===== config.mk =====
export PLATFORM = sky130hd
export DESIGN_NAME = pass_dist_collect
export DESIGN_NICKNAME = d
export VERILOG_FILES = /design/src/rtl/pass_dist_pkg.sv /design/src/rtl/pass_rec_fifo.sv /design/src/rtl/pass_dist_collect.sv
export SDC_FILE = /design/constraint.sdc
export NUM_CORES = 1
export LEC_CHECK = 0
export CAP_MARGIN = 25
export CELL_PAD_IN_SITES_DETAIL_PLACEMENT = 0
export CELL_PAD_IN_SITES_GLOBAL_PLACEMENT = 1
export CORE_UTILIZATION = 44
export DETAILED_ROUTE_END_ITERATION = 10
export HOLD_SLACK_MARGIN = 0.05
export PLACE_DENSITY_LB_ADDON = 0.1
export SLEW_MARGIN = 15
export SYNTH_ARGS = -nofsm -noshare
export SYNTH_HDL_FRONTEND = slang
export SYNTH_SLANG_ARGS = --single-unit

===== constraint.sdc =====
create_clock -name clk_pass_pre -period 5.9 [get_ports clk_pass_pre]
set_input_delay 0.59 -clock clk_pass_pre [delete_from_list [all_inputs] [get_ports clk_pass_pre]]
set_output_delay 0.59 -clock clk_pass_pre [all_outputs]
set_load 0.05 [all_outputs]

===== src/rtl/pass_dist_pkg.sv =====
// rtl/pass_dist_pkg.sv - shared constants and FSM encoding for the pass distortion collector
package pass_dist_pkg;

  // Record type codes, in coding order within a bit-plane
  localparam logic [1:0] PASS_SP  = 2'd0;
  localparam logic [1:0] PASS_MRP = 2'd1;
  localparam logic [1:0] PASS_CP  = 2'd2;

  // Record field widths (distortion width is a top-level parameter)
  localparam int TYPE_W = 2;
  localparam int BP_W   = 4;
  localparam int ERR_W  = 31;

  typedef enum logic [1:0] {
    IDLE     = 2'd0,
    EMIT_SP  = 2'd1,
    EMIT_MRP = 2'd2,
    EMIT_CP  = 2'd3
  } state_t;

endpackage


===== src/rtl/pass_rec_fifo.sv =====
// rtl/pass_rec_fifo.sv - synchronous record FIFO with full/empty and sync flush
module pass_rec_fifo #(
  parameter int DEPTH = 8,
  parameter int WIDTH = 8
) (
  input  logic             clk,
  input  logic             rst,
  input  logic             wr_en,
  input  logic [WIDTH-1:0] wr_data,
  input  logic             rd_en,
  output logic [WIDTH-1:0] rd_data,
  output logic             full,
  output logic             empty
);

  localparam int AW = $clog2(DEPTH);

  logic [WIDTH-1:0] mem [DEPTH];
  logic [AW:0]      wr_ptr;
  logic [AW:0]      rd_ptr;
  logic             do_wr;
  logic             do_rd;

  // Extra pointer bit distinguishes full from empty when the index bits match
  assign empty = (wr_ptr == rd_ptr);
  assign full  = (wr_ptr[AW] != rd_ptr[AW]) && (wr_ptr[AW-1:0] == rd_ptr[AW-1:0]);

  // Full blocks a write even when a read happens the same cycle
  assign do_wr = wr_en && !full;
  assign do_rd = rd_en && !empty;

  // Head is forced to zero while empty so outputs show clean reset values
  assign rd_data = empty ? '0 : mem[rd_ptr[AW-1:0]];

  // Pointer update; reset flushes the queue
  always_ff @(posedge clk) begin
    if (rst) begin
      wr_ptr <= '0;
      rd_ptr <= '0;
    end else begin
      if (do_wr) wr_ptr <= wr_ptr + 1'b1;
      if (do_rd) rd_ptr <= rd_ptr + 1'b1;
    end
  end

  // Storage write
  always_ff @(posedge clk) begin
    if (do_wr) mem[wr_ptr[AW-1:0]] <= wr_data;
  end

endmodule


===== src/rtl/pass_dist_collect.sv =====
// rtl/pass_dist_collect.sv - serializes per-pass errors into cumulative distortion records (PASS_DIST_SAT_EN: saturating accumulator)
module pass_dist_collect
  import pass_dist_pkg::*;
#(
  parameter int FIFO_DEPTH = 8,
  parameter int DIST_W     = 36
) (
  input  logic              clk_pass_pre,
  input  logic              rst_syn,
  input  logic [ERR_W-1:0]  pass_error_sp,
  input  logic [ERR_W-1:0]  pass_error_mrp,
  input  logic [ERR_W-1:0]  pass_error_cp,
  input  logic              pass_error_vld,
  input  logic [BP_W-1:0]   count_bp,
  input  logic              first_bp,
  input  logic              cb_last_bp,
  output logic              rec_vld,
  input  logic              rec_ready,
  output logic [TYPE_W-1:0] rec_type,
  output logic [BP_W-1:0]   rec_bp,
  output logic [DIST_W-1:0] rec_dist,
  output logic              rec_last,
  output logic              busy,
  output logic              drop_err
);

  localparam int REC_W = TYPE_W + BP_W + DIST_W + 1;

  state_t              state;
  state_t              state_nxt;
  logic [ERR_W-1:0]    cap_sp;
  logic [ERR_W-1:0]    cap_mrp;
  logic [ERR_W-1:0]    cap_cp;
  logic [BP_W-1:0]     cap_bp;
  logic                cap_last;
  logic [DIST_W-1:0]   acc;
  logic [DIST_W:0]     sum_wide;
  logic [DIST_W-1:0]   sum;
  logic [ERR_W-1:0]    err_sel;
  logic [TYPE_W-1:0]   type_sel;
  logic                wr_en;
  logic                wr_last;
  logic                fifo_full;
  logic                fifo_empty;
  logic [REC_W-1:0]    wr_rec;
  logic [REC_W-1:0]    rd_rec;

  // Next-state and record selection; a full FIFO holds the current pass
  always_comb begin
    state_nxt = state;
    wr_en     = 1'b0;
    wr_last   = 1'b0;
    err_sel   = '0;
    type_sel  = PASS_SP;
    case (state)
      IDLE: begin
        if (pass_error_vld) state_nxt = first_bp ? EMIT_CP : EMIT_SP;
      end
      EMIT_SP: begin
        err_sel  = cap_sp;
        type_sel = PASS_SP;
        if (!fifo_full) begin
          wr_en     = 1'b1;
          state_nxt = EMIT_MRP;
        end
      end
      EMIT_MRP: begin
        err_sel  = cap_mrp;
        type_sel = PASS_MRP;
        if (!fifo_full) begin
          wr_en     = 1'b1;
          state_nxt = EMIT_CP;
        end
      end
      EMIT_CP: begin
        err_sel  = cap_cp;
        type_sel = PASS_CP;
        wr_last  = cap_last;
        if (!fifo_full) begin
          wr_en     = 1'b1;
          state_nxt = IDLE;
        end
      end
      default: state_nxt = IDLE;
    endcase
  end

  // Cumulative distortion including the pass being emitted
  always_comb begin
    sum_wide = {1'b0, acc} + {{(DIST_W + 1 - ERR_W){1'b0}}, err_sel};
`ifdef PASS_DIST_SAT_EN
    sum = sum_wide[DIST_W] ? {DIST_W{1'b1}} : sum_wide[DIST_W-1:0];
`else
    sum = sum_wide[DIST_W-1:0];
`endif
  end

  assign wr_rec = {type_sel, cap_bp, sum, wr_last};

  // FSM state register
  always_ff @(posedge clk_pass_pre) begin
    if (rst_syn) state <= IDLE;
    else         state <= state_nxt;
  end

  // Capture the triple only when idle; strobes while busy are ignored here
  always_ff @(posedge clk_pass_pre) begin
    if (rst_syn) begin
      cap_sp   <= '0;
      cap_mrp  <= '0;
      cap_cp   <= '0;
      cap_bp   <= '0;
      cap_last <= 1'b0;
    end else if (state == IDLE && pass_error_vld) begin
      cap_sp   <= pass_error_sp;
      cap_mrp  <= pass_error_mrp;
      cap_cp   <= pass_error_cp;
      cap_bp   <= count_bp;
      cap_last <= cb_last_bp;
    end
  end

  // Accumulator advances on each write and clears after a code-block's final record
  always_ff @(posedge clk_pass_pre) begin
    if (rst_syn)    acc <= '0;
    else if (wr_en) acc <= wr_last ? '0 : sum;
  end

  // Sticky flag for triples lost because the serializer was busy
  always_ff @(posedge clk_pass_pre) begin
    if (rst_syn)                             drop_err <= 1'b0;
    else if (pass_error_vld && state != IDLE) drop_err <= 1'b1;
  end

  pass_rec_fifo #(
    .DEPTH (FIFO_DEPTH),
    .WIDTH (REC_W)
  ) u_fifo (
    .clk     (clk_pass_pre),
    .rst     (rst_syn),
    .wr_en   (wr_en),
    .wr_data (wr_rec),
    .rd_en   (rec_ready),
    .rd_data (rd_rec),
    .full    (fifo_full),
    .empty   (fifo_empty)
  );

  assign {rec_type, rec_bp, rec_dist, rec_last} = rd_rec;
  assign rec_vld = !fifo_empty;
  assign busy    = (state != IDLE);

endmodule


==> impl_metrics.json <==
{
  "run_status": "finished clean",
  "synth_area_mm2": 0.0207,
  "ios": 149,
  "clockRootBuffer": "clkbuf_16",
  "nNetsFinal": 1793,
  "cp_top_family": "compound AO/OA/AOI/OAI gates",
  "synthXorXnorAreaFrac_pct": 1.61,
  "cpPeakStageDelay_ns": 0.62,
  "fin_crit_ns": 4.38,
  "initial_core_util_pct": 44.5,
  "min_path_cells": 2,
  "routedWlPerCell_um": 20.8,
  "ys_async_sr_fraction_pct": 0,
  "min_path_type": "in -> reg",
  "postRouteAntennaNets": 0,
  "cts_hold_buf": 0,
  "cp_common_cell": "ha_1",
  "crit_chain": "inv_1 > ha_1 > buf_4 > a222oi_1 > nor2_1 > ha_1 > a21oi_2 > a21boi_0 > a311o_2 > a41o_2 > a21oi_1 > o21ai_0 > xnor2_1",
  "setup_tns_ns": 0,
  "htreeDepth": 2,
  "place_congestion": 0.802,
  "drcViolationCount": 0,
  "post_synth_mux_area_share_pct": 11.6,
  "numCtsBuffers": 49,
  "viasPerCell": 5.47,
  "portBuffers": 148,
  "ir_worst_vdd_mv": 0.306,
  "crit_arrival_ns": 4.66,
  "fin_crit_sh_pct": 74.2,
  "power_uw": 11400,
  "crit_required_ns": 6.18,
  "dr.pass1.iters": 9,
  "critPathKind": "reg -> reg",
  "clockBufferDepth": 3,
  "synth-seq-area-share_pct": 64.3,
  "hold_viol": 0,
  "path_depth": 13,
  "antenna_cells": 0,
  "synth_top_family_by_area": "multiplexers",
  "cp_slowest_cell": "xnor2_1",
  "yosys.area_share.adder_pct": 2.46,
  "synth_edf_count": 344,
  "syn_avg_cell_area_um2": 13.6,
  "max_freq_ghz": 0.228,
  "synth_compound_area_share_pct": 9.40,
  "setup_viol": 0,
  "drive_above_1_share_pct": 13.2,
  "cts-resized-gates": 0,
  "ys.flop_type": "edfxtp_1",
  "grt_overflow": 0,
  "area_growth_pct": 17.7,
  "grt_max_degree": 92,
  "antenna_found_initial": 0,
  "grt_use_total_pct": 20.4,
  "cts_setup_buffers": 0,
  "die_y_um": 219,
  "rsz0062_at_grt": "false",
  "cts.clk_slew.worst_paths_ns": 0.06,
  "startpoint_type": "flop",
  "die_w_um": 219,
  "clock_latency_ns": 0.59,
  "netlist_instances": 1521,
  "ys_types": 69,
  "coreArea_mm2": 0.0465,
  "clkSinkCount": 492,
  "dieArea_mm2": 0.0479,
  "rows": 79,
  "cp_max_fo": 22,
  "cap_viol_max_count": 0,
  "synth_warnings": 0,
  "path_buf_inv": 2,
  "dp_hpwl_um": 30000,
  "cts_tree": "yes",
  "wl_um": 47700,
  "relSlewSlack_pct": 26.7,
  "drt_iter0_markers": 835,
  "worst_setup_path_end_kind": "flop",
  "worst_pin_slew_ns": 1.09,
  "power_density_mw_per_mm2": 469,
  "grt_pass1_vias": 12702,
  "fin_skew_ns": 0.0133,
  "synthSimpleGateAreaFrac_pct": 8.23,
  "ys_ff_latch": 492,
  "leakagePower_uw": 0.00820,
  "vias": 12571,
  "slew_violations": 0,
  "grt_pass1_wl_um": 73700,
  "syn_nets": 1664,
  "worst_r2r_path_depth": 13
}
==> area by class of cell <==
cell class | instances | area, um2
timing repair buffer | 179 | 1750
tap | 607 | 759
multi-input combinational | 912 | 6960
inverter | 16 | 60.1
fill | 4022 | 22100
sequential | 492 | 13300
clock buffer | 64 | 1320
clock inverter | 27 | 199
==> routing by layer <==
metal | vias to the layer above | part of all wire [%] | global-route usage [%]
met1 | 6280 | 48 | 28.9
met2 | 228 | 47 | 33.0
met4 | 0 | 2.0 | 5.72
met5 | - | 0 | 0
li1 | 5998 | - | -
met3 | 65 | 3.2 | 2.51
==> power by group <==
group	total, uW	leakage [uW]	internal, uW	switching, uW
logic	3880	0.00306	1380	2490
clock network	2950	0.000748	1670	1290
registers	4600	0.00439	4320	273
total	11400	0.00820	7380	4050
==> synth_stat cells, drive strengths merged (3+ instances only) <==
cell type / number / area share [%]
nand3: 17 / 0.41
nand2: 239 / 4.3
or3: 4 / 0.13
a31oi: 3 / 0.091
nor2: 119 / 2.2
a21oi: 141 / 3.4
o211ai: 10 / 0.36
dfxtp: 148 / 14
nand2b: 7 / 0.21
nor3: 9 / 0.22
o21ai: 23 / 0.63
mux2i: 45 / 2.2
a22o: 17 / 0.72
a22oi: 8 / 0.29
a21o: 11 / 0.41
edfxtp: 344 / 50
mux4: 86 / 9.4
buf: 18 / 0.43
o21bai: 6 / 0.24
nand4: 10 / 0.33
ha: 39 / 2.4
o31ai: 3 / 0.18
a222oi: 31 / 1.5
xnor2: 23 / 0.97
inv: 16 / 0.29
a211oi: 8 / 0.34
xor2: 15 / 0.64
clkbuf: 81 / 1.6
o21a: 3 / 0.11
a21boi: 5 / 0.24
==> kinds of logic after synthesis <==
| kind of cell | after synthesis |
|---|---|
| fa+ha+maj | 40 |
| flops | 492 |
| mux | 132 |
| simple gates | 418 |
| buf+inv | 117 |
| compound gates | 284 |
| xor+xnor | 38 |
==> cells in the final DEF (no fill, tap or decap), types with 6 or more instances in the layout <==
cell type,n
a222oi_1,31
nand2b_1,7
nand2_1,238
o21ai_0,16
xor2_1,15
edfxtp_1,344
clkinv_1,13
a22oi_1,8
a211oi_1,6
a21o_1,10
dfxtp_1,145
clkbuf_16,49
nor2_1,115
nand3_1,17
mux4_2,86
nand4_1,9
clkbuf_1,11
ha_1,39
clkdlybuf4s50_1,147
clkinv_2,8
a22o_1,17
buf_4,28
mux2i_1,45
inv_1,16
o211ai_1,10
xnor2_1,23
a21oi_1,139
==> metrics by stage <==
stage               worst slack (ns)  instance area (um2)  hold slack, ns  util (%)  cells
finish                          1.52                24400           0.443      52.4   2297
global route                    1.19                24400           0.446      52.4   2297
CTS                             1.47                24300           0.412      52.3   2294
detailed placement              1.52                22800           0.448      49.1   2203
global placement                1.71                22800           0.442      49.0   2201
floorplan                       1.11                20700           0.436         -   1521
==> final timing paths <==
path	from	endpoint	slack (ns)
setup reg to reg	state[1]	u_fifo.mem[6][26]	1.52
hold / removal	rst_syn	flop	0.44
hold reg to reg	cap_cp[19]	cap_cp[19]	0.45
setup / recovery	state[1]	u_fifo.mem[6][26]	1.52
==> registers in the layout, indices dropped and copies added (netlist names), 2 cells and up, named ones only <==
name / cells
u_fifo.mem: 344
acc: 36
cap_cp: 31
cap_mrp: 31
cap_sp: 31
cap_bp: 4
u_fifo.rd_ptr: 4
u_fifo.wr_ptr: 4
state: 2
Note: power is estimated with default switching activity, not from simulation.
